**config.mk**
```make
export PLATFORM = sky130hd
export DESIGN_NAME = cl_capture_ctrl
export DESIGN_NICKNAME = d
export VERILOG_FILES = /design/src/rtl/cl_capture_ctrl.sv
export SDC_FILE = /design/constraint.sdc
export NUM_CORES = 1
export LEC_CHECK = 0
export ABC_AREA = 1
export BUFFER_PORTS_ARGS = -buffer_cell sky130_fd_sc_hd__buf_2
export CAP_MARGIN = 20
export CORE_MARGIN = 4
export CORE_UTILIZATION = 58
export CTS_BUF_LIST = sky130_fd_sc_hd__clkbuf_2
export CTS_CLUSTER_DIAMETER = 200
export DETAILED_ROUTE_END_ITERATION = 7
export PLACE_DENSITY = 0.82
export SYNTH_ARGS = -nofsm -noshare
export SYNTH_HDL_FRONTEND = slang
export SYNTH_SLANG_ARGS = --single-unit
export TNS_END_PERCENT = 30
```
**constraint.sdc**
```tcl
create_clock -name CL_clk -period 2.98 [get_ports CL_clk]
set_input_delay 0.894 -clock CL_clk [delete_from_list [all_inputs] [get_ports CL_clk]]
set_output_delay 0.894 -clock CL_clk [all_outputs]
set_load 0.02 [all_outputs]
```
**src/rtl/cl_capture_ctrl.sv**
```systemverilog
// rtl/cl_capture_ctrl.sv - Camera Link frame capture controller
//
// Purpose: arms on command, aligns to a clean frame start, gates valid pixels
// onto a registered stream with start-of-frame / end-of-line marking, and
// measures frame geometry against configured values.
//
// Ports:
//   CL_clk, CL_rst        pixel clock, synchronous active-high reset
//   CL_data[27:0]         [23:0] pixel, [24] lval, [25] fval, [26] dval, [27] spare
//   cfg_start, cfg_stop   one-cycle arm / stop pulses
//   cfg_continuous        re-arm after each frame
//   cfg_width, cfg_height expected geometry, 0 disables the check
//   m_tdata/tvalid/tuser/tlast, m_tready   pixel stream (never stalls)
//   st_busy, st_frame_done, st_frame_cnt, st_width, st_height,
//   st_err_width, st_err_height, st_overflow   status
module cl_capture_ctrl #(
  parameter int DATA_W = 24,
  parameter int CNT_W  = 16
) (
  input  logic              CL_clk,
  input  logic              CL_rst,
  input  logic [27:0]       CL_data,
  input  logic              cfg_start,
  input  logic              cfg_stop,
  input  logic              cfg_continuous,
  input  logic [CNT_W-1:0]  cfg_width,
  input  logic [CNT_W-1:0]  cfg_height,
  output logic [DATA_W-1:0] m_tdata,
  output logic              m_tvalid,
  output logic              m_tuser,
  output logic              m_tlast,
  input  logic              m_tready,
  output logic              st_busy,
  output logic              st_frame_done,
  output logic [CNT_W-1:0]  st_frame_cnt,
  output logic [CNT_W-1:0]  st_width,
  output logic [CNT_W-1:0]  st_height,
  output logic              st_err_width,
  output logic              st_err_height,
  output logic              st_overflow
);

  typedef enum logic [2:0] {
    S_IDLE, S_WAIT_LOW, S_WAIT_HIGH, S_CAPTURE, S_END
  } state_t;

  state_t state, state_nxt;

  logic [DATA_W-1:0] s1_pix;
  logic              s1_fval, s1_lval, s1_dval;
  logic              fv_prev, lv_prev;
  logic [DATA_W-1:0] h_data;
  logic              h_sof, h_full;
  logic              sof_pend, stop_pend;
  logic [CNT_W-1:0]  pix_cnt, line_cnt, last_w;

  logic              pix_vld, fv_rise, fv_fall, lv_fall, cap_act, line_end;
  logic              arm_ok;
  logic [CNT_W-1:0]  line_cnt_nxt, width_nxt;

  logic unused_spare;
  assign unused_spare = CL_data[27];

  assign pix_vld = s1_fval & s1_lval & s1_dval;
  assign fv_rise = s1_fval & ~fv_prev;
  assign fv_fall = ~s1_fval & fv_prev;
  // A frame end also closes any line still open.
  assign lv_fall = (~s1_lval & lv_prev) | fv_fall;
  // WAIT_HIGH is included so a pixel coincident with the fval rise is kept;
  // fval is low there otherwise, so no pixel can leak in early.
  assign cap_act = (state == S_CAPTURE) || (state == S_WAIT_HIGH);
  // Only non-empty lines count; an fval fall after lval already fell is not a line.
  assign line_end = cap_act & lv_fall & (pix_cnt != '0);
  assign line_cnt_nxt = line_cnt + (line_end ? CNT_W'(1) : CNT_W'(0));
  assign width_nxt    = line_end ? pix_cnt : last_w;
  assign arm_ok       = (state == S_IDLE) && cfg_start && !cfg_stop;
  assign st_busy      = (state != S_IDLE);

  always_comb begin
    state_nxt = state;
    case (state)
      S_IDLE:      if (arm_ok) state_nxt = S_WAIT_LOW;
      S_WAIT_LOW:  if (cfg_stop) state_nxt = S_IDLE;
                   else if (!s1_fval) state_nxt = S_WAIT_HIGH;
      S_WAIT_HIGH: if (cfg_stop) state_nxt = S_IDLE;
                   else if (fv_rise) state_nxt = S_CAPTURE;
      S_CAPTURE:   if (fv_fall) state_nxt = S_END;
      S_END:       state_nxt = (cfg_continuous && !stop_pend && !cfg_stop) ? S_WAIT_HIGH : S_IDLE;
      default:     state_nxt = S_IDLE;
    endcase
  end

  always_ff @(posedge CL_clk) begin
    if (CL_rst) begin
      state         <= S_IDLE;
      s1_pix        <= '0;
      s1_fval       <= 1'b0;
      s1_lval       <= 1'b0;
      s1_dval       <= 1'b0;
      fv_prev       <= 1'b0;
      lv_prev       <= 1'b0;
      h_data        <= '0;
      h_sof         <= 1'b0;
      h_full        <= 1'b0;
      sof_pend      <= 1'b0;
      stop_pend     <= 1'b0;
      pix_cnt       <= '0;
      line_cnt      <= '0;
      last_w        <= '0;
      m_tdata       <= '0;
      m_tvalid      <= 1'b0;
      m_tuser       <= 1'b0;
      m_tlast       <= 1'b0;
      st_frame_done <= 1'b0;
      st_frame_cnt  <= '0;
      st_width      <= '0;
      st_height     <= '0;
      st_err_width  <= 1'b0;
      st_err_height <= 1'b0;
      st_overflow   <= 1'b0;
    end else begin
      state   <= state_nxt;
      s1_pix  <= CL_data[DATA_W-1:0];
      s1_lval <= CL_data[24];
      s1_fval <= CL_data[25];
      s1_dval <= CL_data[26];
      fv_prev <= s1_fval;
      lv_prev <= s1_lval;

      m_tvalid      <= 1'b0;
      m_tuser       <= 1'b0;
      m_tlast       <= 1'b0;
      st_frame_done <= 1'b0;

      if (state_nxt == S_IDLE) stop_pend <= 1'b0;
      else if (state == S_CAPTURE && cfg_stop) stop_pend <= 1'b1;

      if (arm_ok) begin
        st_err_width  <= 1'b0;
        st_err_height <= 1'b0;
        st_overflow   <= 1'b0;
      end else if (m_tvalid && !m_tready) begin
        st_overflow <= 1'b1;
      end

      if (!cap_act) h_full <= 1'b0;

      // Outside a frame the per-frame counters idle cleared, ready for the next sof.
      if (state == S_IDLE || state == S_WAIT_LOW || state == S_END) begin
        pix_cnt  <= '0;
        line_cnt <= '0;
        last_w   <= '0;
        sof_pend <= 1'b1;
      end

      if (cap_act) begin
        if (pix_vld) begin
          if (h_full) begin
            m_tdata  <= h_data;
            m_tvalid <= 1'b1;
            m_tuser  <= h_sof;
          end
          h_data   <= s1_pix;
          h_sof    <= sof_pend;
          h_full   <= 1'b1;
          sof_pend <= 1'b0;
          if (pix_cnt != '1) pix_cnt <= pix_cnt + CNT_W'(1);
        end else if (lv_fall && h_full) begin
          m_tdata  <= h_data;
          m_tvalid <= 1'b1;
          m_tuser  <= h_sof;
          m_tlast  <= 1'b1;
          h_full   <= 1'b0;
        end
        if (line_end) begin
          pix_cnt  <= '0;
          line_cnt <= line_cnt_nxt;
          last_w   <= pix_cnt;
          if (cfg_width != '0 && pix_cnt != cfg_width) st_err_width <= 1'b1;
        end
      end

      // Status is latched on the edge into END so it is already valid while
      // st_frame_done is high; the *_nxt terms fold in a line closing on this edge.
      if (state == S_CAPTURE && fv_fall) begin
        st_frame_done <= 1'b1;
        st_frame_cnt  <= st_frame_cnt + CNT_W'(1);
        st_width      <= width_nxt;
        st_height     <= line_cnt_nxt;
        if (cfg_height != '0 && line_cnt_nxt != cfg_height) st_err_height <= 1'b1;
      end
    end
  end

endmodule

```
# Word-level counts from Yosys, hierarchy flattened
# Index checks and enable logic that the tools add are counted.
[word_totals]
ff_bits = 187
output_inout_bits = 80
inputBits = 66
word_cells = 123
[classes]
addsub = 3
bitwise = 12
eq_ne = 8
n_reduce_logical = 29
mux = 45
[op_table]
columns = ["cell", "count"]
rows = [
  ["$mux W16", 12],
  ["$mux W24", 3],
  ["$reduce_bool A16 Y1", 3],
  ["$add A16 B1 Y16 const B", 2],
  ["$ne A16 B16 Y1", 2],
  ["$mux W1", 22],
  ["$mux W3", 6],
  ["$add A16 B1 Y16", 1],
  ["$ne A16 B16 Y1 const B", 1],
  ["$pmux W3 S5", 1],
  ["$logic_and A1 B1 Y1", 10],
  ["$and A1 B1 Y1", 7],
  ["$eq A3 B2 Y1 const B", 2],
  ["$logic_not A3 Y1", 2],
  ["$reduce_or A2 Y1", 3],
  ["$not A1 Y1", 4],
  ["$eq A3 B1 Y1 const B", 1],
  ["$eq A3 B3 Y1 const B", 1],
  ["$logic_not A1 Y1", 3],
  ["$logic_or A1 B1 Y1", 3],
  ["$reduce_and A3 Y1", 1],
  ["$reduce_bool A3 Y1", 1],
  ["$reduce_or A3 Y1", 1],
  ["$mux W2", 1],
  ["4 further kinds", 4],
]

# Logic depth before layout (Yosys ltp)
# Gate-level depths: netlist of the first run.
[logic_depth]
depth_word = 11
depth_mapped = 22
ltp_nobuf = 21

# Worst setup path before layout of the first run
# No wires, ideal clock.
[synth_timing]
path_kind = "register to register"
from = "register pix_cnt[0]"
to = "register st_err_height"
setup_ps = 113
required_time_ps = 2867
stages_incl_launch_ff = 22
slack_ps = 290
arrival_time_ps = 2578
path_cell_list = "dfxtp_1 -> inv_1 -> ha_1 -> nand3_1 -> nor2_1 -> nand2_1 -> nand2_4 -> inv_4 -> buf_2 -> ha_1 -> ha_1 -> nand2_1 -> nor2_1 -> nand3_1 -> nand2_1 -> nand2_1 -> nand2_1 -> nand3_1 -> nor2_1 -> nand3_1 -> nand2_1 -> nand2_1"
[synth_between]
elab_chain_len = 8
[synth_rtl]
columns = ["item", "line", "rtl"]
rows = [
  ["start, declared", "55", "logic [CNT_W-1:0] pix_cnt, line_cnt, last_w;"],
  ["start signal, assigned", "167", "if (pix_cnt != '1) pix_cnt <= pix_cnt + CNT_W'(1);"],
  ["$reduce_bool A16 Y1", "73", "assign line_end = cap_act & lv_fall & (pix_cnt != '0);"],
  ["$and A1 B1 Y1", "73", ""],
  ["$mux W1", "74", "assign line_cnt_nxt = line_cnt + (line_end ? CNT_W'(1) : CNT_W'(0));"],
  ["$add A16 B1 Y16", "74", ""],
  ["$ne A16 B16 Y1", "190", "if (cfg_height != '0 && line_cnt_nxt != cfg_height) st_err_height <= 1'b1;"],
  ["$logic_and A1 B1 Y1", "190", ""],
  ["$mux W1", "190", ""],
  ["$mux W1", "185", "if (state == S_CAPTURE && fv_fall) begin"],
  ["end signal, assigned", "119", "st_err_height <= 1'b0;"],
  ["end signal, assigned", "140", "st_err_height <= 1'b0;"],
  ["end signal, assigned", "190", ""],
  ["end, declared", "39", "output logic st_err_height,"],
]
# No other way between the ends.
# A chain may end at the register's enable or synchronous reset.

# Worst setup path in the final report of the first run
[layout_timing]
from = "register state[1]"
to = "output port st_busy"
[layout_between]
elab_chain_len = 1
[layout_rtl]
columns = ["item", "line", "rtl"]
rows = [
  ["start, declared", "47", "state_t state, state_nxt;"],
  ["start signal, assigned", "122", "state <= state_nxt;"],
  ["$reduce_bool A3 Y1", "77", "assign st_busy = (state != S_IDLE);"],
  ["end, declared", "33", "output logic st_busy,"],
]
# No other way between the ends.

==> results of run 1 <==
[worst paths after layout]
| kind | from | endpoint | slack, ns |
|---|---|---|---|
| setup / recovery | state[1] | st_busy | 0.31 |
| hold / removal | CL_data[10] | s1_pix[10] | 0.31 |
| setup reg to reg | s1_fval | st_err_height | 0.33 |
| hold reg to reg | h_full | m_tlast | 0.46 |
[stage by stage]
step | hold slack, ns | util, % | cell area [um^2] | total power [mW] | setup WS, ns
final | 0.313 | 67.5 | 9410 | 3.99 | 0.308
after global routing | 0.212 | 67.5 | 9410 | 4.15 | 0.0591
after CTS | 0.257 | 67.5 | 9400 | 4.02 | 0.177
after detailed placement | 0.438 | 65.8 | 9170 | 2.77 | 0.242
after global placement | 0.433 | 65.8 | 9170 | 2.77 | 0.252
after floorplan | 0.423 | - | 8270 | 2.69 | 0.290
[metal layers]
metal	vias up	GRT usage [%]	part of all wire, %
li1	3985	-	-
met4	4	6.56	1.2
met1	3588	31.5	44
met2	229	41.9	48
met5	-	0	0.075
met3	28	6.44	7.2
[worst max-delay path, stage by stage (launching register included)]
cell,delay [ns]
sky130_fd_sc_hd__dfxtp_1,0.36
sky130_fd_sc_hd__inv_1,0.16
sky130_fd_sc_hd__nand2_1,0.12
sky130_fd_sc_hd__nor2_1,0.18
sky130_fd_sc_hd__inv_1,0.06
sky130_fd_sc_hd__buf_2,0.17
[cells in the mapped netlist (13+ instances only)]
library cell / instances
sky130_fd_sc_hd__nor2_1: 204
sky130_fd_sc_hd__nand2_1: 190
sky130_fd_sc_hd__dfxtp_1: 187
sky130_fd_sc_hd__inv_1: 143
sky130_fd_sc_hd__o21ai_0: 96
sky130_fd_sc_hd__nand3_1: 89
sky130_fd_sc_hd__a21oi_1: 56
sky130_fd_sc_hd__clkbuf_1: 29
sky130_fd_sc_hd__o211ai_1: 19
sky130_fd_sc_hd__nand4_1: 18
sky130_fd_sc_hd__buf_2: 16
sky130_fd_sc_hd__xor2_1: 13
[state kept, by name, summed over array words and instances, names as in the netlist, 3 cells and up]
name and cells:
s1_pix 24, state 3, line_cnt 16, m_tdata 24, st_width 16, last_w 16
h_data 24, pix_cnt 16, st_frame_cnt 16, st_height 16
[power groups by stage]
stage | registers (mW) | logic [mW] | clock network [mW]
detailed placement | 2.58 | 0.186 | 0
global route | 2.54 | 0.211 | 1.39
finish | 2.54 | 0.186 | 1.27
floorplan | 2.58 | 0.104 | 0
global placement | 2.58 | 0.183 | 0
CTS | 2.54 | 0.186 | 1.29
[layout by cell type (no fill, tap or decap), drive strengths merged, types with 2 or more instances in the layout]
cell      synthesis  layout
a211oi            3       3
a21oi            56      56
a22oi             3       3
a31oi             2       2
buf              23     168
bufinv            0       2
clkbuf           29      19
clkinv            1       6
clkinvlp          0       2
dfxtp           187     187
ha                6       6
inv             147     151
nand2           196     196
nand3            90      90
nand3b            4       4
nand4            18      18
nor2            211     211
nor3             11      11
nor3b             2       2
nor4              9       9
o2111ai           2       2
o211ai           19      19
o21a              3       3
o21ai            97      97
o22ai             8       8
or2               3       3
xnor2             8       8
xor2             13      13
[layout make-up]
| type | instances | share of cell area, % |
|---|---|---|
| flip-flops and latches | 187 | 39.8 |
| multi-input cells | 769 | 39.7 |
| repair buffers | 168 | 9.70 |
| inverters | 148 | 5.93 |
| well taps | 180 | 2.39 |
| clock inverters | 13 | 1.50 |
| clock buffers | 19 | 1.01 |
| diodes | 1 | 0.0266 |
[kinds of logic (layout without fill, tap and decap cells)]
| family | after synthesis | in the layout | share of synthesized area [%] |
|---|---|---|---|
| buffers and inverters | 200 | 348 | 9.67 |
| and+or+nand+nor | 546 | 546 | 28.8 |
| other | 0 | 1 | 0 |
| DFF | 187 | 187 | 45.3 |
| xor gates and xnor gates | 21 | 21 | 2.22 |
| AOI/OAI and AO/OA | 196 | 196 | 13.1 |
| adders and majority gates | 6 | 6 | 0.908 |
==> run_summary.xml, run 1 <==
<?xml version="1.0" encoding="UTF-8"?>
<metrics>
  <group name="clocking">
    <metric name="cts.repair.resized" unit="">0</metric>
    <metric name="tritoncts" unit="">yes</metric>
    <metric name="clkTransAtPathRegs" unit="ns">0.25</metric>
    <metric name="cts.hold.buffers_added" unit="">0</metric>
    <metric name="skew_pair_late_insertion_delay" unit="ns">0.74</metric>
    <metric name="clkSinkCount" unit="">187</metric>
    <metric name="clockBufferDepth" unit="">2</metric>
    <metric name="htreeDepth" unit="">4</metric>
    <metric name="tritoncts.num_buffers" unit="">17</metric>
    <metric name="cts_root_buffer" unit="">sky130_fd_sc_hd__clkbuf_2</metric>
    <metric name="cts_setup_buffers" unit="">0</metric>
  </group>
  <group name="routing">
    <metric name="ant_nets" unit="">0</metric>
    <metric name="routed_vias" unit="">7834</metric>
    <metric name="drc" unit="">0</metric>
    <metric name="route.final.wire_length" unit="um">20000</metric>
    <metric name="vias_per_cell" unit="">5.28</metric>
    <metric name="drt_pre_antenna_iters" unit="">7</metric>
    <metric name="drt_first_iter_violations" unit="">624</metric>
    <metric name="post_drt_wl_per_cell" unit="um">13.4</metric>
  </group>
  <group name="synth">
    <metric name="synthArstFlopShare" unit="%">0</metric>
    <metric name="synth.yosys.warnings" unit="">0</metric>
    <metric name="postSynthAreaPerCell" unit="um^2">7.15</metric>
    <metric name="post_synthesis_cell_area" unit="mm^2">0.00827</metric>
    <metric name="syn_nets" unit="">1228</metric>
    <metric name="post_synth_inst_count" unit="">1156</metric>
    <metric name="number_of_enable_type_register_cells_in_the_synthesized_netlist" unit="">0</metric>
    <metric name="synth.area.top_cells" unit="">sky130_fd_sc_hd__dfxtp_1, sky130_fd_sc_hd__nor2_1, sky130_fd_sc_hd__nand2_1</metric>
    <metric name="sequential_area_share_after_synthesis" unit="%">45.3</metric>
    <metric name="yosys_register_bits" unit="">187</metric>
    <metric name="synth_ff_type" unit="">sky130_fd_sc_hd__dfxtp_1</metric>
    <metric name="netlist-cell-type-count" unit="">45</metric>
    <metric name="netlist.area_leader.share" unit="%">45.3</metric>
    <metric name="synth_top_area_cell" unit="">sky130_fd_sc_hd__dfxtp_1</metric>
  </group>
  <group name="power">
    <metric name="leakagePower" unit="nW">4.39</metric>
    <metric name="worst_ir_drop_vdd" unit="uV">263</metric>
    <metric name="share_seq_of_total_power" unit="%">63.6</metric>
    <metric name="power.combinational.fraction" unit="%">4.7</metric>
    <metric name="p_int" unit="mW">3.00</metric>
    <metric name="power.share.switching" unit="%">24.8</metric>
    <metric name="power.density_cell_area" unit="mW/mm^2">424</metric>
    <metric name="pwr-share-clk" unit="%">31.7</metric>
    <metric name="switching_power" unit="mW">0.989</metric>
  </group>
  <group name="place">
    <metric name="place.gp.congestion" unit="">0.916</metric>
    <metric name="port_buffers" unit="">144</metric>
    <metric name="dpl.cell_count" unit="">1452</metric>
    <metric name="dpl.hpwl" unit="um">14300</metric>
  </group>
  <group name="floorplan">
    <metric name="die_w" unit="um">127</metric>
    <metric name="floorplan.initialDensity" unit="%">59.3</metric>
    <metric name="fp.coreArea" unit="mm^2">0.0139</metric>
    <metric name="io-pin-count" unit="">146</metric>
    <metric name="die_height" unit="um">127</metric>
    <metric name="num_rows" unit="">43</metric>
    <metric name="floorplan.die_area" unit="mm^2">0.0162</metric>
  </group>
  <group name="finish">
    <metric name="nFillCells" unit="">1271</metric>
    <metric name="drive_above_1_share" unit="%">17.3</metric>
    <metric name="layout_overhead_on_the_synthesized_area" unit="%">13.8</metric>
    <metric name="finish.cell_count_without_fillers" unit="">1485</metric>
    <metric name="regArea" unit="mm^2">0.00374</metric>
    <metric name="multi_input_area" unit="mm^2">0.00373</metric>
    <metric name="nets" unit="">1363</metric>
  </group>
  <group name="grt">
    <metric name="via_count_of_the_first_global_routing_pass" unit="">7274</metric>
    <metric name="globalRouteTotalUtil" unit="%">24.8</metric>
    <metric name="globalRoute.totalOverflow" unit="">0</metric>
    <metric name="grt_pass1_wl" unit="um">33300</metric>
    <metric name="number_of_antenna_violations_at_the_first_check_in_global_routing" unit="">3</metric>
    <metric name="maximum_number_of_pins_on_one_net_before_global_route_repair" unit="">59</metric>
  </group>
  <group name="critical_path">
    <metric name="worstSetupPathType" unit="">reg2out</metric>
    <metric name="timing.reg2reg.worst_path_depth" unit="">20</metric>
    <metric name="arrival" unit="ns">1.78</metric>
    <metric name="timing.critical_path.from_type" unit="">flop</metric>
    <metric name="timing.critical_path.to_type" unit="">primary output</metric>
    <metric name="timing.critical_path.fanout_max" unit="">4</metric>
    <metric name="crit_required" unit="ns">2.09</metric>
  </group>
  <group name="sta">
    <metric name="timing.slew.headroom" unit="%">45.8</metric>
    <metric name="final_slew_violations" unit="">0</metric>
    <metric name="totalNegativeSetupSlack" unit="ns">0</metric>
    <metric name="fmax" unit="GHz">0.374</metric>
    <metric name="finalSetupViolations" unit="">0</metric>
    <metric name="rsz_0062_raised_after_global_routing" unit="">no</metric>
    <metric name="worst_slew_pin_slew" unit="ns">0.809</metric>
    <metric name="fraction_of_the_cycle_the_final_worst_path_needs" unit="%">89.7</metric>
    <metric name="timing.final.hold_violations" unit="">0</metric>
    <metric name="finalWorstPathRequiredPeriod" unit="ns">2.67</metric>
    <metric name="final.setup_skew" unit="ns">0.0308</metric>
  </group>
  <group name="min_path">
    <metric name="hold_path_class" unit="">in2reg</metric>
    <metric name="min_delay_path_depth" unit="">3</metric>
  </group>
  <group name="flow_run">
    <metric name="drv.max_cap_violation_count" unit="">0</metric>
  </group>
  <group name="run_status">
    <metric name="run_status" unit="">finished, final reports clean</metric>
  </group>
</metrics>
(Power assumes the default switching activity.)
==> run 2: changes to the inputs <==
CORE_UTILIZATION = 45   (was 58)
CTS_CLUSTER_DIAMETER = 120   (was 200)
PLACE_DENSITY = 0.66   (was 0.82)
==> run 2 against run 1 <==
  * Hold slack got worse by 0.046 ns
  * Largest power group unchanged
  * Highest routed layer unchanged
  * Clock power is 6% higher
  * Design area is 1.3% higher
  * Global-route usage fell by 4.7 points
==> run_summary.xml, run 2 (synthesized netlist as in run 1, its figures left out) <==
<?xml version="1.0" encoding="UTF-8"?>
<metrics>
  <group name="finish">
    <metric name="regArea" unit="mm^2">0.00374</metric>
    <metric name="drive_above_1_share" unit="%">17.6</metric>
    <metric name="biggestRegsByFlops" unit="">h_data: 24 flops, m_tdata: 24 flops, s1_pix: 24 flops</metric>
    <metric name="layout_overhead_on_the_synthesized_area" unit="%">15.3</metric>
    <metric name="fin_area" unit="mm^2">0.00953</metric>
    <metric name="nFillCells" unit="">1849</metric>
    <metric name="multi_input_area" unit="mm^2">0.00373</metric>
    <metric name="nets" unit="">1365</metric>
    <metric name="finish.cell_count_without_fillers" unit="">1537</metric>
    <metric name="fin_util" unit="%">52.9</metric>
    <metric name="mostFrequentLayoutCells" unit="">sky130_fd_sc_hd__nor2_1, sky130_fd_sc_hd__nand2_1, sky130_fd_sc_hd__dfxtp_1</metric>
    <metric name="most_frequent_standard_cell_in_the_layout_excluding_fill_and_tap_cells" unit="">sky130_fd_sc_hd__nor2_1</metric>
  </group>
  <group name="sta">
    <metric name="setup_slack" unit="ns">0.287</metric>
    <metric name="final.setup_skew" unit="ns">0.0293</metric>
    <metric name="totalNegativeSetupSlack" unit="ns">0</metric>
    <metric name="timing.final.hold_violations" unit="">0</metric>
    <metric name="worst_slew_pin_slew" unit="ns">0.791</metric>
    <metric name="final_slew_violations" unit="">0</metric>
    <metric name="timing.hold.ws" unit="ns">0.266</metric>
    <metric name="finalSetupViolations" unit="">0</metric>
    <metric name="rsz_0062_raised_after_global_routing" unit="">no</metric>
    <metric name="timing.slew.headroom" unit="%">46.9</metric>
    <metric name="finalWorstPathRequiredPeriod" unit="ns">2.69</metric>
    <metric name="fraction_of_the_cycle_the_final_worst_path_needs" unit="%">90.4</metric>
    <metric name="fmax" unit="GHz">0.371</metric>
  </group>
  <group name="floorplan">
    <metric name="io-pin-count" unit="">146</metric>
    <metric name="die_w" unit="um">144</metric>
    <metric name="die_height" unit="um">144</metric>
    <metric name="fp.coreArea" unit="mm^2">0.0180</metric>
    <metric name="floorplan.die_area" unit="mm^2">0.0206</metric>
    <metric name="floorplan.initialDensity" unit="%">45.9</metric>
    <metric name="num_rows" unit="">49</metric>
  </group>
  <group name="flow_run">
    <metric name="drv.max_cap_violation_count" unit="">0</metric>
  </group>
  <group name="clocking">
    <metric name="tritoncts" unit="">yes</metric>
    <metric name="skew_pair_late_insertion_delay" unit="ns">0.77</metric>
    <metric name="clockBufferDepth" unit="">2</metric>
    <metric name="clkSinkCount" unit="">187</metric>
    <metric name="tritoncts.num_buffers" unit="">17</metric>
    <metric name="clkTransAtPathRegs" unit="ns">0.30</metric>
    <metric name="htreeDepth" unit="">4</metric>
    <metric name="cts_setup_buffers" unit="">0</metric>
    <metric name="cts_root_buffer" unit="">sky130_fd_sc_hd__clkbuf_2</metric>
  </group>
  <group name="place">
    <metric name="place.gp.congestion" unit="">0.927</metric>
    <metric name="placed_cell_area" unit="mm^2">0.00926</metric>
    <metric name="place_ws" unit="ns">0.140</metric>
    <metric name="dpl.hpwl" unit="um">14800</metric>
    <metric name="port_buffers" unit="">144</metric>
    <metric name="dpl.cell_count" unit="">1503</metric>
  </group>
  <group name="critical_path">
    <metric name="crit_chain" unit="">inv_1, nand2_1, nor2_1, inv_1, buf_2</metric>
    <metric name="critical_path_buf_inv_count" unit="">3</metric>
    <metric name="critical-path-top-cell-by-count" unit="">sky130_fd_sc_hd__inv_1</metric>
    <metric name="timing.critical_path.from_type" unit="">flop</metric>
    <metric name="timing.critical_path.to_type" unit="">primary output</metric>
    <metric name="worstSetupPathType" unit="">reg2out</metric>
    <metric name="r2r_start" unit="">state[1]</metric>
    <metric name="timing.critical_path.fanout_max" unit="">4</metric>
    <metric name="arrival" unit="ns">1.80</metric>
    <metric name="crit_required" unit="ns">2.09</metric>
    <metric name="path_delay_family" unit="">buffers and inverters</metric>
    <metric name="slowest_delay" unit="ns">0.37</metric>
    <metric name="crit_slowest_cell" unit="">sky130_fd_sc_hd__dfxtp_1</metric>
    <metric name="cp-startpoint" unit="">state[1]</metric>
  </group>
  <group name="power">
    <metric name="worst_ir_drop_vdd" unit="uV">226</metric>
    <metric name="post-layout-total-power" unit="mW">4.07</metric>
    <metric name="leakagePower" unit="nW">4.42</metric>
    <metric name="power.density_cell_area" unit="mW/mm^2">427</metric>
  </group>
  <group name="routing">
    <metric name="vias_per_cell" unit="">4.99</metric>
    <metric name="post_drt_wl_per_cell" unit="um">13.4</metric>
    <metric name="routed_vias" unit="">7676</metric>
    <metric name="ant_nets" unit="">0</metric>
    <metric name="drc" unit="">0</metric>
    <metric name="drt_pre_antenna_iters" unit="">5</metric>
    <metric name="drt_first_iter_violations" unit="">422</metric>
    <metric name="route.final.wire_length" unit="um">20600</metric>
  </group>
  <group name="min_path">
    <metric name="min_from" unit="">CL_data[7]</metric>
    <metric name="hold_path_class" unit="">in2reg</metric>
  </group>
  <group name="grt">
    <metric name="maximum_number_of_pins_on_one_net_before_global_route_repair" unit="">59</metric>
    <metric name="globalRoute.totalOverflow" unit="">0</metric>
    <metric name="number_of_antenna_violations_at_the_first_check_in_global_routing" unit="">2</metric>
    <metric name="via_count_of_the_first_global_routing_pass" unit="">6915</metric>
    <metric name="globalRouteTotalUtil" unit="%">20.1</metric>
    <metric name="grt_pass1_wl" unit="um">33500</metric>
  </group>
  <group name="run_status">
    <metric name="run_status" unit="">finished, final reports clean</metric>
  </group>
</metrics>
run 2: final timing paths:
| path | slack [ns] | cells past startpoint | endpoint |
|---|---|---|---|
| worst max register to register | 0.31 | 19 | st_err_height |
| worst min-delay path | 0.27 | 3 | s1_pix[7] |
| worst max-delay path | 0.29 | 5 | st_busy |
| worst min register to register | 0.46 | 2 | h_data[5] |
run 2: repair_timing:
item | CTS | global route
setup endpoints to repair | 0 | 1
resized for setup | 0 | 3
hold buffers | 0 | 0
run 2: report_power, final:
group	switching [mW]	leakage (nW)	total, mW	internal (mW)
logic	0.119	2.75	0.192	0.0735
registers	0.00658	1.51	2.54	2.53
clock network	0.980	0.158	1.34	0.361
run 2: per-layer routing:
layer | share of wire, % | track usage, %
met5 | 0.063 | 0
met4 | 1.7 | 5.90
met3 | 6.5 | 5.59
met2 | 46 | 31.8
met1 | 46 | 26.9
run 2: final cells by class:
class                      instances  share of cell area (%)
timing repair buffer             170                    9.87
clock inverter                    14                    1.82
multi-input combinational        769                    39.2
antenna                            2                  0.0525
clock buffer                      18                   0.945
tap                              229                    3.01
inverter                         148                    5.85
sequential                       187                    39.3
run 2: worst reg2reg max path, cell delays in order (launching register included):
cell	delay, ns
sky130_fd_sc_hd__dfxtp_1	0.39
sky130_fd_sc_hd__inv_1	0.10
sky130_fd_sc_hd__nor2_4	0.15
sky130_fd_sc_hd__inv_2	0.08
sky130_fd_sc_hd__nor2_1	0.21
sky130_fd_sc_hd__nand2_4	0.09
sky130_fd_sc_hd__inv_4	0.05
sky130_fd_sc_hd__ha_1	0.20
sky130_fd_sc_hd__ha_1	0.20
sky130_fd_sc_hd__nand2_1	0.13
sky130_fd_sc_hd__nor2_4	0.20
sky130_fd_sc_hd__nand3_1	0.13
sky130_fd_sc_hd__nand2_1	0.18
sky130_fd_sc_hd__nand2_1	0.07
sky130_fd_sc_hd__nand2_1	0.06
sky130_fd_sc_hd__nand3_1	0.07
sky130_fd_sc_hd__nor2_1	0.10
sky130_fd_sc_hd__nand3_1	0.08
sky130_fd_sc_hd__nand2_1	0.07
sky130_fd_sc_hd__nand2_1	0.05
==> run 3: changes to the inputs <==
BUFFER_PORTS_ARGS = -buffer_cell sky130_fd_sc_hd__buf_4   (was -buffer_cell sky130_fd_sc_hd__buf_2)
==> run 3 against run 2 <==
  * Design area is 3.3% higher
  * Critical endpoint unchanged
  * Clock skew up 0.0087 ns
  * Combinational power is 12% higher
  * Clock-buffer cell count decreased by 1
  * Sequential power hardly changed
  * Register-to-register slack is essentially flat
==> run_summary.xml, run 3 (synthesized netlist as in run 1, its figures left out) <==
<?xml version="1.0" encoding="UTF-8"?>
<metrics>
  <group name="run_status">
    <metric name="run_status" unit="">finished, final reports clean</metric>
  </group>
  <group name="sta">
    <metric name="worst_slew_pin_slew" unit="ns">0.852</metric>
    <metric name="timing.slew.headroom" unit="%">42.8</metric>
    <metric name="totalNegativeSetupSlack" unit="ns">0</metric>
    <metric name="fraction_of_the_cycle_the_final_worst_path_needs" unit="%">91.3</metric>
    <metric name="final_slew_violations" unit="">0</metric>
    <metric name="fmax" unit="GHz">0.368</metric>
    <metric name="final.setup_skew" unit="ns">0.0380</metric>
    <metric name="finalWorstPathRequiredPeriod" unit="ns">2.72</metric>
    <metric name="finalSetupViolations" unit="">0</metric>
    <metric name="timing.final.hold_violations" unit="">0</metric>
    <metric name="rsz_0062_raised_after_global_routing" unit="">no</metric>
  </group>
  <group name="clocking">
    <metric name="clkTransAtPathRegs" unit="ns">0.32</metric>
    <metric name="clkSinkCount" unit="">187</metric>
    <metric name="skew_pair_late_insertion_delay" unit="ns">0.78</metric>
    <metric name="cts_setup_buffers" unit="">0</metric>
    <metric name="cts.repair.resized" unit="">0</metric>
    <metric name="htreeDepth" unit="">4</metric>
    <metric name="cts_root_buffer" unit="">sky130_fd_sc_hd__clkbuf_2</metric>
    <metric name="clockBufferDepth" unit="">2</metric>
    <metric name="tritoncts.num_buffers" unit="">17</metric>
    <metric name="cts.hold.buffers_added" unit="">0</metric>
    <metric name="tritoncts" unit="">yes</metric>
  </group>
  <group name="finish">
    <metric name="biggestRegsByFlops" unit="">h_data: 24 flops, m_tdata: 24 flops, s1_pix: 24 flops</metric>
    <metric name="layout_overhead_on_the_synthesized_area" unit="%">19.1</metric>
    <metric name="drive_above_1_share" unit="%">17.6</metric>
    <metric name="fin_util" unit="%">54.7</metric>
    <metric name="most_frequent_standard_cell_in_the_layout_excluding_fill_and_tap_cells" unit="">sky130_fd_sc_hd__nor2_1</metric>
    <metric name="mostFrequentLayoutCells" unit="">sky130_fd_sc_hd__nor2_1, sky130_fd_sc_hd__nand2_1, sky130_fd_sc_hd__dfxtp_1</metric>
    <metric name="nets" unit="">1363</metric>
    <metric name="fin_area" unit="mm^2">0.00985</metric>
    <metric name="finish.cell_count_without_fillers" unit="">1534</metric>
  </group>
  <group name="grt">
    <metric name="via_count_of_the_first_global_routing_pass" unit="">7068</metric>
    <metric name="globalRouteTotalUtil" unit="%">20.8</metric>
    <metric name="number_of_antenna_violations_at_the_first_check_in_global_routing" unit="">1</metric>
    <metric name="globalRoute.totalOverflow" unit="">0</metric>
    <metric name="grt_pass1_wl" unit="um">34600</metric>
    <metric name="maximum_number_of_pins_on_one_net_before_global_route_repair" unit="">59</metric>
  </group>
  <group name="floorplan">
    <metric name="floorplan.die_area" unit="mm^2">0.0206</metric>
    <metric name="die_w" unit="um">144</metric>
    <metric name="fp.coreArea" unit="mm^2">0.0180</metric>
    <metric name="io-pin-count" unit="">146</metric>
    <metric name="floorplan.initialDensity" unit="%">45.9</metric>
    <metric name="die_height" unit="um">144</metric>
    <metric name="num_rows" unit="">49</metric>
  </group>
  <group name="routing">
    <metric name="drt_first_iter_violations" unit="">474</metric>
    <metric name="route.final.wire_length" unit="um">21300</metric>
    <metric name="vias_per_cell" unit="">5.01</metric>
    <metric name="drt_pre_antenna_iters" unit="">5</metric>
    <metric name="ant_nets" unit="">0</metric>
    <metric name="drc" unit="">0</metric>
    <metric name="post_drt_wl_per_cell" unit="um">13.9</metric>
    <metric name="routed_vias" unit="">7678</metric>
  </group>
  <group name="critical_path">
    <metric name="crit_chain" unit="">inv_1, nand2_1, nor2_1, inv_1, buf_4</metric>
    <metric name="slowest_delay" unit="ns">0.38</metric>
    <metric name="crit_required" unit="ns">2.09</metric>
    <metric name="arrival" unit="ns">1.83</metric>
    <metric name="crit_slowest_cell" unit="">sky130_fd_sc_hd__dfxtp_1</metric>
    <metric name="worstSetupPathType" unit="">reg2out</metric>
    <metric name="timing.critical_path.to_type" unit="">primary output</metric>
    <metric name="timing.critical_path.fanout_max" unit="">4</metric>
    <metric name="critical-path-top-cell-by-count" unit="">sky130_fd_sc_hd__inv_1</metric>
    <metric name="timing.critical_path.from_type" unit="">flop</metric>
  </group>
  <group name="place">
    <metric name="port_buffers" unit="">144</metric>
    <metric name="place.gp.congestion" unit="">0.927</metric>
    <metric name="dpl.cell_count" unit="">1501</metric>
    <metric name="dpl.hpwl" unit="um">14900</metric>
    <metric name="placed_cell_area" unit="mm^2">0.00960</metric>
  </group>
  <group name="power">
    <metric name="p_int" unit="mW">2.90</metric>
    <metric name="post-layout-total-power" unit="mW">4.02</metric>
    <metric name="leakagePower" unit="nW">4.44</metric>
    <metric name="worst_ir_drop_vdd" unit="uV">213</metric>
    <metric name="power.density_cell_area" unit="mW/mm^2">408</metric>
    <metric name="power.share.switching" unit="%">27.8</metric>
    <metric name="power.combinational.fraction" unit="%">5.4</metric>
    <metric name="share_seq_of_total_power" unit="%">63.2</metric>
    <metric name="switching_power" unit="mW">1.12</metric>
    <metric name="pwr-share-clk" unit="%">31.4</metric>
  </group>
  <group name="flow_run">
    <metric name="drv.max_cap_violation_count" unit="">0</metric>
  </group>
  <group name="min_path">
    <metric name="hold_path_class" unit="">in2reg</metric>
  </group>
</metrics>
[run 3: cell types whose count changed in the layout (fill, tap and decap cells not counted), sizes merged]
cell,previous run,this run
buf,170,168
clkbuf,18,17
clkinvlp,0,2
clkinv,8,7
bufinv,1,0
inv,153,154
diode,2,1
[run 3: routing by layer]
layer / vias to the layer above / track usage [%] / part of all wire, %
met5: - / 0 / 0
met4: 0 / 6.54 / 1.7
met3: 27 / 5.36 / 6.3
met2: 191 / 32.9 / 46
met1: 3463 / 28.0 / 46
li1: 3997 / - / -
[run 3: power by group through the flow]
stage	Sequential (mW)	Combinational, mW	Clock [mW]
CTS	2.54	0.217	1.31
global placement	2.58	0.214	0
global route	2.55	0.241	1.41
detailed placement	2.58	0.216	0
floorplan	2.58	0.104	0
finish	2.54	0.216	1.26
[run 3: final timing paths]
kind | from | endpoint | slack, ns | cells after the start
max | state[1] | st_busy | 0.26 | 5
min | CL_data[9] | s1_pix[9] | 0.26 | 3
max reg2reg | state[1] | st_err_height | 0.32 | 19
min reg2reg | s1_pix[1] | h_data[1] | 0.45 | 2
[run 3: area by class of cell]
class / instances / area [um^2]
clock inverters: 15 / 153
diodes: 1 / 2.50
repair buffers: 168 / 1290
multi-input cells: 769 / 3740
clock buffers: 17 / 85.1
fillers: 1810 / 8170
inverters: 148 / 558
well taps: 229 / 287
flip-flops and latches: 187 / 3740
[run 3: per-stage QoR]
stage	hold WS [ns]	worst slack, ns
final	0.265	0.260
after CTS	0.204	0.0999
after global placement	0.433	0.222
after floorplan	0.423	0.290
after detailed placement	0.440	0.147
after global routing	0.151	0.0202
[run 3: worst max-delay path, delay by kind of cell, from the launching register on]
kind | cells | cell delay [ns]
simple gates | 2 | 0.30
flops | 1 | 0.38
buf+inv | 3 | 0.38
